**src/rtl/mdu_host_initiator_if.sv**
```systemverilog
// Bus bundle between the MDU host initiator and its command source, the MDU host port and the result sink.
// Every channel is val/rdy: a beat transfers on a clk edge with val && rdy, and msg is held while val=1 and rdy=0.
interface mdu_host_initiator_if;
    logic        cmd_val;
    logic        cmd_rdy;
    logic [2:0]  cmd_func;
    logic [31:0] cmd_a;
    logic [31:0] cmd_b;

    logic        host_mdureq_val;
    logic        host_mdureq_rdy;
    logic [69:0] host_mdureq_msg;

    logic        host_mduresp_val;
    logic        host_mduresp_rdy;
    logic [34:0] host_mduresp_msg;

    logic        result_val;
    logic        result_rdy;
    logic [31:0] result_msg;

    modport master (
        input  cmd_val, cmd_func, cmd_a, cmd_b,
        output cmd_rdy,
        output host_mdureq_val, host_mdureq_msg,
        input  host_mdureq_rdy,
        input  host_mduresp_val, host_mduresp_msg,
        output host_mduresp_rdy,
        output result_val, result_msg,
        input  result_rdy
    );

    modport slave (
        output cmd_val, cmd_func, cmd_a, cmd_b,
        input  cmd_rdy,
        input  host_mdureq_val, host_mdureq_msg,
        output host_mdureq_rdy,
        output host_mduresp_val, host_mduresp_msg,
        input  host_mduresp_rdy,
        input  result_val, result_msg,
        output result_rdy
    );
endinterface

```
**src/rtl/mdu_host_initiator.sv**
```systemverilog
// Host-side initiator for the MDU host port: tags commands with a 3-bit opaque ID, limits
// requests in flight with a credit count, and reorders responses back into command order.
module mdu_host_initiator #(
    parameter int P_MAX_OUTSTANDING = 8,
    parameter int P_EN_LEAD         = 1
) (
    input  logic                 clk,
    input  logic                 reset_n,
    input  logic                 start,
    input  logic                 release_req,
    mdu_host_initiator_if.master bus,
    output logic                 mdu_host_en,
    output logic                 busy,
    output logic                 err,
    output logic [31:0]          num_issued,
    output logic [1:0]           state_dbg
);

    typedef enum logic [1:0] {
        ST_IDLE   = 2'd0,
        ST_LEAD   = 2'd1,
        ST_ACTIVE = 2'd2,
        ST_DRAIN  = 2'd3
    } state_t;

    localparam logic [3:0] LP_MAX  = 4'(P_MAX_OUTSTANDING);
    localparam logic [1:0] LP_LEAD = 2'(P_EN_LEAD);

    state_t      r_state;
    logic [1:0]  r_lead;
    logic [2:0]  r_head;
    logic [2:0]  r_tail;
    logic [3:0]  r_outstanding;
    logic [7:0]  r_rob_valid;
    logic [31:0] r_rob_data [8];
    logic        r_err;
    logic [31:0] r_num_issued;

    logic        w_active;
    logic        w_credit;
    logic        w_req_fire;
    logic        w_resp_fire;
    logic        w_res_fire;
    logic [2:0]  w_resp_tag;
    logic [2:0]  w_resp_dist;
    logic        w_resp_ok;
    logic [3:0]  w_out_next;

    assign w_active = (r_state == ST_ACTIVE);
    // Credit uses the registered count, so a pop frees a slot only from the next cycle.
    assign w_credit = (r_outstanding < LP_MAX);

    assign bus.cmd_rdy          = w_active && w_credit && bus.host_mdureq_rdy;
    assign bus.host_mdureq_val  = w_active && w_credit && bus.cmd_val;
    assign bus.host_mdureq_msg  = {bus.cmd_func, r_tail, bus.cmd_a, bus.cmd_b};
    assign bus.host_mduresp_rdy = (r_state != ST_IDLE);
    assign bus.result_val       = r_rob_valid[r_head];
    assign bus.result_msg       = r_rob_data[r_head];

    assign w_req_fire  = bus.host_mdureq_val && bus.host_mdureq_rdy;
    assign w_resp_fire = bus.host_mduresp_val && bus.host_mduresp_rdy;
    assign w_res_fire  = bus.result_val && bus.result_rdy;

    // A tag is in flight when its distance from head is below the outstanding count.
    assign w_resp_tag  = bus.host_mduresp_msg[34:32];
    assign w_resp_dist = w_resp_tag - r_head;
    assign w_resp_ok   = ({1'b0, w_resp_dist} < r_outstanding) && !r_rob_valid[w_resp_tag];

    always_comb begin
        w_out_next = r_outstanding;
        if (w_req_fire && !w_res_fire) begin
            w_out_next = r_outstanding + 4'd1;
        end else if (!w_req_fire && w_res_fire) begin
            w_out_next = r_outstanding - 4'd1;
        end
    end

    always_ff @(posedge clk) begin
        if (!reset_n) begin
            r_state <= ST_IDLE;
            r_lead  <= 2'd0;
        end else begin
            case (r_state)
                ST_IDLE: begin
                    if (start) begin
                        r_lead  <= LP_LEAD;
                        r_state <= (LP_LEAD == 2'd0) ? ST_ACTIVE : ST_LEAD;
                    end
                end
                ST_LEAD: begin
                    r_lead <= r_lead - 2'd1;
                    if (r_lead <= 2'd1) begin
                        r_state <= ST_ACTIVE;
                    end
                end
                ST_ACTIVE: begin
                    if (release_req) begin
                        r_state <= ST_DRAIN;
                    end
                end
                ST_DRAIN: begin
                    // Leave on the edge that retires the last result so the port is handed back at once.
                    if (w_out_next == 4'd0) begin
                        r_state <= ST_IDLE;
                    end
                end
                default: r_state <= ST_IDLE;
            endcase
        end
    end

    always_ff @(posedge clk) begin
        if (!reset_n) begin
            r_head        <= 3'd0;
            r_tail        <= 3'd0;
            r_outstanding <= 4'd0;
            r_rob_valid   <= 8'd0;
            r_err         <= 1'b0;
            r_num_issued  <= 32'd0;
            for (int i = 0; i < 8; i++) begin
                r_rob_data[i] <= 32'd0;
            end
        end else begin
            r_outstanding <= w_out_next;
            if (w_req_fire) begin
                r_tail       <= r_tail + 3'd1;
                r_num_issued <= r_num_issued + 32'd1;
            end
            if (w_res_fire) begin
                r_rob_valid[r_head] <= 1'b0;
                r_head              <= r_head + 3'd1;
            end
            // The popped slot is valid and an accepted slot is not, so the two never collide.
            if (w_resp_fire) begin
                if (w_resp_ok) begin
                    r_rob_data[w_resp_tag]  <= bus.host_mduresp_msg[31:0];
                    r_rob_valid[w_resp_tag] <= 1'b1;
                end else begin
                    r_err <= 1'b1;
                end
            end
        end
    end

    assign mdu_host_en = (r_state != ST_IDLE);
    assign busy        = (r_state != ST_IDLE);
    assign err         = r_err;
    assign num_issued  = r_num_issued;
    assign state_dbg   = r_state;

endmodule

```
**src/flat_wrapper.sv**
```systemverilog
// flat-port wrapper written by rule: the top's interface ports become plain ports
module mdu_host_initiator_flat 
#(
    parameter int P_MAX_OUTSTANDING = 8,
    parameter int P_EN_LEAD         = 1
)
  (clk, reset_n, start, release_req, mdu_host_en, busy, err, num_issued, state_dbg, bus_cmd_val, bus_cmd_func, bus_cmd_a, bus_cmd_b, bus_cmd_rdy, bus_host_mdureq_val, bus_host_mdureq_msg, bus_host_mdureq_rdy, bus_host_mduresp_val, bus_host_mduresp_msg, bus_host_mduresp_rdy, bus_result_val, bus_result_msg, bus_result_rdy);
  mdu_host_initiator_if bus_i ();
  input  logic clk;
  input  logic reset_n;
  input  logic start;
  input  logic release_req;
  output logic mdu_host_en;
  output logic busy;
  output logic err;
  output logic [31:0] num_issued;
  output logic [1:0] state_dbg;
  input wire logic [$bits(bus_i.cmd_val)-1:0] bus_cmd_val;
  input wire logic [$bits(bus_i.cmd_func)-1:0] bus_cmd_func;
  input wire logic [$bits(bus_i.cmd_a)-1:0] bus_cmd_a;
  input wire logic [$bits(bus_i.cmd_b)-1:0] bus_cmd_b;
  output wire logic [$bits(bus_i.cmd_rdy)-1:0] bus_cmd_rdy;
  output wire logic [$bits(bus_i.host_mdureq_val)-1:0] bus_host_mdureq_val;
  output wire logic [$bits(bus_i.host_mdureq_msg)-1:0] bus_host_mdureq_msg;
  input wire logic [$bits(bus_i.host_mdureq_rdy)-1:0] bus_host_mdureq_rdy;
  input wire logic [$bits(bus_i.host_mduresp_val)-1:0] bus_host_mduresp_val;
  input wire logic [$bits(bus_i.host_mduresp_msg)-1:0] bus_host_mduresp_msg;
  output wire logic [$bits(bus_i.host_mduresp_rdy)-1:0] bus_host_mduresp_rdy;
  output wire logic [$bits(bus_i.result_val)-1:0] bus_result_val;
  output wire logic [$bits(bus_i.result_msg)-1:0] bus_result_msg;
  input wire logic [$bits(bus_i.result_rdy)-1:0] bus_result_rdy;
  assign bus_i.cmd_val = bus_cmd_val;
  assign bus_i.cmd_func = bus_cmd_func;
  assign bus_i.cmd_a = bus_cmd_a;
  assign bus_i.cmd_b = bus_cmd_b;
  assign bus_cmd_rdy = bus_i.cmd_rdy;
  assign bus_host_mdureq_val = bus_i.host_mdureq_val;
  assign bus_host_mdureq_msg = bus_i.host_mdureq_msg;
  assign bus_i.host_mdureq_rdy = bus_host_mdureq_rdy;
  assign bus_i.host_mduresp_val = bus_host_mduresp_val;
  assign bus_i.host_mduresp_msg = bus_host_mduresp_msg;
  assign bus_host_mduresp_rdy = bus_i.host_mduresp_rdy;
  assign bus_result_val = bus_i.result_val;
  assign bus_result_msg = bus_i.result_msg;
  assign bus_i.result_rdy = bus_result_rdy;
  mdu_host_initiator #(.P_MAX_OUTSTANDING(P_MAX_OUTSTANDING), .P_EN_LEAD(P_EN_LEAD)) u_core (.clk(clk), .reset_n(reset_n), .start(start), .release_req(release_req), .bus(bus_i), .mdu_host_en(mdu_host_en), .busy(busy), .err(err), .num_issued(num_issued), .state_dbg(state_dbg));
endmodule
```
**config.mk**
```make
export PLATFORM = sky130hd
export DESIGN_NAME = mdu_host_initiator_flat
export DESIGN_NICKNAME = d
export VERILOG_FILES = /design/src/rtl/mdu_host_initiator_if.sv /design/src/rtl/mdu_host_initiator.sv /design/src/flat_wrapper.sv
export SDC_FILE = /design/constraint.sdc
export NUM_CORES = 1
export LEC_CHECK = 0
export CELL_PAD_IN_SITES_DETAIL_PLACEMENT = 1
export CELL_PAD_IN_SITES_GLOBAL_PLACEMENT = 1
export CORE_AREA = 2 2 138 241
export CTS_CLUSTER_SIZE = 16
export DETAILED_ROUTE_END_ITERATION = 12
export DIE_AREA = 0 0 140 243
export DONT_BUFFER_PORTS = 1
export MAX_ROUTING_LAYER = met4
export PLACE_DENSITY_LB_ADDON = 0.1
export SLEW_MARGIN = 20
export SYNTH_ARGS = -nofsm -noshare
export SYNTH_HDL_FRONTEND = slang
export SYNTH_SLANG_ARGS = --single-unit
```
**constraint.sdc**
```tcl
create_clock -name clk -period 5.55 [get_ports clk]
set_input_delay 0.555 -clock clk [delete_from_list [all_inputs] [get_ports clk]]
set_output_delay 0.555 -clock clk [all_outputs]
set_load 0.03 [all_outputs]
```
==> results.md <==
Setup path:
- The critical path data required time is 5.72 ns.
- STA classifies the critical path endpoint as a register.
- The critical path starts at u_core.r_head[0].
- The worst setup path is launched from a register.
- Of all nets on the critical path, the largest fanout is 32.
- Among the stages of the critical path, the cell type that occurs most often is sky130_fd_sc_hd__ha_1.
- The worst-case reg-to-reg path depth is 12.
- The flop-to-flop setup slack is 1.22 ns.
- The highest cell delay on the worst timing path is 0.83 ns.
- The worst setup path is of the register to register kind.
- The cell with the biggest individual delay on the critical path is sky130_fd_sc_hd__nand2b_2.
- The arrival time of the worst setup path is 4.50 ns.
- The terminus of the critical flop-to-flop path is u_core.r_rob_data[2][8].
- Traced cell by cell, the critical path runs through ha_1 -> inv_1 -> fa_1 -> xor2_1 -> xnor2_1 -> ha_1 -> o21ai_1 -> a21oi_1 -> nor4_2 -> nor2b_1 -> nor3b_4 -> nand2b_2.
- The startpoint identified for the worst register-to-register timing path is u_core.r_head[0].

Logic synthesis:
- During synthesis, Yosys emitted a total of 0 warnings.
- The most instantiated flip-flop cell in the synthesis netlist is sky130_fd_sc_hd__edfxtp_1.
- The post-synth design cell area is 14900 um^2.
- The number of nets handed over by synthesis was 1199.
- In the synthesized netlist the async set-or-reset flop fraction comes to 0%.
- Counting flops with a built-in enable in the synthesized netlist gives 256.
- Sequential elements use 59.4% of the synthesized area.
- Dividing the synthesized area by the synthesized cell count gives 13.9 um^2.
- The synthesized design contains 314 register bits.
- The synthesized netlist contains 59 unique library cells.
- The cell count after synthesis is 1074.

Detailed routing:
- The remaining design rule violation count is 25.
- The detail route stage leaves a number of antenna-violating nets equal to 0.
- The first detailed-routing pass ran for 9 iterations.
- The detailed-route wire length is 34000 um.
- The first routing iteration left 384 violations.
- The detail-routed net length per standard cell is 23.9 um.
- After detailed routing, the number of vias per cell comes to 5.62.
- The number of vias in the routed layout is 8014.

Global route:
- The number of antenna violations at the first check in global routing is 0.
- The overall fraction of global-route tracks in use is 20.9%.
- Entering global routing, the biggest net connects 42 pins.
- Global routing finished with a remaining overflow of 0.
- The number of global-route vias before repair came to 9066.
- The first global-routing pass estimated 53000 um of wire.

STA:
- The count of pins over their slew limit is 0.
- The highest clock rate is 0.231 GHz.
- After layout, the worst path uses 77.9% of the clock period.
- The worst pin sits at a relative slew slack of 29.6%.
- The final hold violation count is 0.
- In the final timing run, aggregate negative setup slack is 0 ns.
- Setup repair after global routing left no endpoint under its margin.
- The tightest hold path in the finished design has a slack of 0.124 ns.
- The worst path in the final design needs a cycle of 4.33 ns, including I/O delays and setup.
- The worst clock skew on the final layout is 0.0138 ns.
- For the pin with the worst max-slew slack, the measured transition is 1.06 ns.
- Setup violations remaining at the end of the flow were counted as 0.

CTS:
- The clock-pin slew of the registers on the worst-case setup and hold paths is 0.06 ns.
- The count of clock tree sinks is 314.
- CTS built an H-tree with a depth of 1.
- For the worst-skew pair, the clock arrives at the later sink with an insertion delay of 0.56 ns.
- The clock tree from TritonCTS is yes.
- Post-CTS repair changed the size of 0 cells.
- The count of hold buffers inserted by post-cts repair is 0.
- The root cell of the clock tree is sky130_fd_sc_hd__clkbuf_16.
- Post-CTS timing repair inserted 0 buffers for setup.
- In this run the deepest clock path goes through 3 buffers.
- Buffers inserted during clock tree synthesis total 30.

Floorplanning:
- The die outline width is 140 um.
- The initial cell density of the core is 46.4%.
- The overall die area is 34000 um^2.
- Row generation in the floorplan step produced 87 rows.
- In this run the vertical extent of the chip is 243 um.
- The I/O pin total is 253.
- The placeable core region is 32100 um^2.

Placed design:
- The count of input and output buffers is 0.
- Once detailed placement completed, the half-perimeter wirelength came to 21000 um.
- At the end of routability-driven placement, the weighted congestion stood at 0.734.

Hold path:
- The startpoint of the worst hold path is reset_n.
- The cell depth of the worst min-delay path is 1.
- The min-delay analysis places its worst path in the category input port to register.
- The terminating pin of the worst hold path is u_core.err.

Final layout:
- The share of cells above drive strength 1 is 19.1%.
- The signed area change from the synthesized netlist to the final layout is 6.64%.
- The leading cell type in the layout, fill and taps excluded is sky130_fd_sc_hd__and2_1.
- The repair_antennas step left the layout with diodes totalling 0.
- The net count of the finished layout is 1126.
- The library cells used most frequently in the layout, excluding fill and tap cells, are sky130_fd_sc_hd__and2_1 (263), sky130_fd_sc_hd__edfxtp_1 (256), sky130_fd_sc_hd__mux4_2 (64), sky130_fd_sc_hd__dfxtp_1 (55), sky130_fd_sc_hd__nor2_1 (42).

Pwr:
- The internal power of the cells totals 3.90 mW.
- The net switching fraction of the power is 23.4%.
- In this run, flip-flops and latches consume 53.2% of the power.
- The relative contribution of the clock network to total power is 39.8%.
- Per report_power, the combinational group accounts for 7.1% of the total.
- The analysis attributes to net switching a power of 1.19 mW.
- The worst vdd rail ir drop is 0.260 mV.
- The leakage power total is 5.59 nW.
- Power spread over the standard cell area amounts to 320 nW/um^2.

Run status:
- The flow ran to the end, but the final reports show violations.
- The final reports fail on DRC.

Flow run:
- The number of maximum-capacitance constraint violations is 0.
[Yosys cell counts, types with 3 or more instances]
| library cell | number | area [um^2] |
|---|---|---|
| sky130_fd_sc_hd__a21oi_1 | 10 | 50.1 |
| sky130_fd_sc_hd__ha_1 | 14 | 175 |
| sky130_fd_sc_hd__nor2_1 | 44 | 165 |
| sky130_fd_sc_hd__mux2_2 | 34 | 383 |
| sky130_fd_sc_hd__clkbuf_1 | 39 | 146 |
| sky130_fd_sc_hd__buf_4 | 69 | 518 |
| sky130_fd_sc_hd__xnor2_1 | 21 | 184 |
| sky130_fd_sc_hd__nor3_2 | 3 | 30.0 |
| sky130_fd_sc_hd__xor2_1 | 13 | 114 |
| sky130_fd_sc_hd__and3_1 | 5 | 31.3 |
| sky130_fd_sc_hd__nand2b_1 | 14 | 87.6 |
| sky130_fd_sc_hd__nand2_1 | 33 | 124 |
| sky130_fd_sc_hd__nand3_1 | 14 | 70.1 |
| sky130_fd_sc_hd__nor4_2 | 3 | 37.5 |
| sky130_fd_sc_hd__dfxtp_1 | 58 | 1160 |
| sky130_fd_sc_hd__and2_1 | 263 | 1650 |
| sky130_fd_sc_hd__buf_1 | 9 | 33.8 |
| sky130_fd_sc_hd__mux4_2 | 64 | 1440 |
| sky130_fd_sc_hd__o211ai_1 | 5 | 37.5 |
| sky130_fd_sc_hd__inv_1 | 17 | 63.8 |
| sky130_fd_sc_hd__nand4_1 | 9 | 56.3 |
| sky130_fd_sc_hd__buf_2 | 3 | 15.0 |
| sky130_fd_sc_hd__nor3_1 | 5 | 25.0 |
| sky130_fd_sc_hd__or3_1 | 6 | 37.5 |
| sky130_fd_sc_hd__o311ai_0 | 3 | 26.3 |
| sky130_fd_sc_hd__mux2i_1 | 5 | 50.1 |
| sky130_fd_sc_hd__edfxtp_1 | 256 | 7690 |
| sky130_fd_sc_hd__nor3b_2 | 3 | 37.5 |
| sky130_fd_sc_hd__o21ai_0 | 12 | 60.1 |
[layout make-up]
| cell class | count | area [um^2] |
|---|---|---|
| clock buffer | 39 | 867 |
| timing repair buffer | 18 | 155 |
| fill | 3117 | 16200 |
| tap | 400 | 500 |
| clock inverter | 17 | 106 |
| inverter | 19 | 71.3 |
| sequential | 314 | 8850 |
| multi-input combinational | 618 | 5320 |
[power by group through the flow]
| stage | sequential [mW] | combinational (mW) | clock (mW) |
|---|---|---|---|
| after floorplan | 2.74 | 0.392 | 0 |
| after global placement | 2.75 | 0.363 | 0 |
| after detailed placement | 2.76 | 0.368 | 0 |
| after CTS | 2.71 | 0.369 | 2.07 |
| after global routing | 2.71 | 0.397 | 2.15 |
| final | 2.70 | 0.360 | 2.02 |
[stage by stage]
stage / power [mW] / utilization, % / instances / cell area, um^2 / setup slack (ns)
CTS: 5.15 / 49.4 / 1424 / 15800 / 1.17
global placement: 3.12 / 46.3 / 1368 / 14900 / 1.25
global route: 5.26 / 49.4 / 1425 / 15900 / 0.901
detailed placement: 3.13 / 46.3 / 1368 / 14900 / 1.10
floorplan: 3.13 / - / 1074 / 14900 / 0.175
finish: 5.09 / 49.4 / 1425 / 15900 / 1.22
[registers in the layout (all words and copies together) (netlist names), named ones only]
| name | flops |
|---|---|
| u_core.state_dbg | 2 |
| u_core.err | 1 |
| u_core.r_rob_valid | 8 |
| u_core.r_rob_data | 256 |
| u_core.r_tail | 3 |
| u_core.num_issued | 32 |
| u_core.r_lead | 2 |
| u_core.r_head | 3 |
| u_core.r_outstanding | 4 |
[logic make-up after synthesis]
kind of cell | synth area share (%)
AND/OR/NAND/NOR | 16.5
flip-flops | 59.4
buffers and inverters | 5.45
multiplexers | 12.7
AO/OA/AOI/OAI | 2.59
XOR/XNOR | 2.00
adder cells (fa/ha/maj) | 1.31
[worst max-delay path: cells and delay by family, from the launching register on]
| kind | cells | cell delay, ns |
|---|---|---|
| adder cells (fa/ha/maj) | 3 | 0.89 |
| AO/OA/AOI/OAI | 2 | 0.19 |
| XOR/XNOR | 2 | 0.31 |
| AND/OR/NAND/NOR | 4 | 1.81 |
| buffers and inverters | 1 | 0.05 |
| flip-flops | 1 | 0.64 |
[per-layer routing]
metal / part of all wire, % / wire (um) / up-vias / GRT usage, %
li1: - / - / 3640 / -
met3: 5.9 / 2000 / 65 / 4.64
met4: 2.7 / 902 / 0 / 6.86
met1: 36 / 12200 / 4081 / 22.0
met2: 56 / 18900 / 228 / 38.6
met5: 0 / 0 / - / -
[worst max path at each step]
stage,end,cells past startpoint
floorplan,u_core.r_rob_data[5][0],12
global placement,u_core.r_rob_data[2][19],13
detailed placement,u_core.r_rob_data[4][28],14
CTS,u_core.r_rob_data[4][25],13
global route,u_core.r_rob_data[2][7],12
finish,u_core.r_rob_data[2][8],12
No activity file was read; power rests on OpenSTA's default activity.
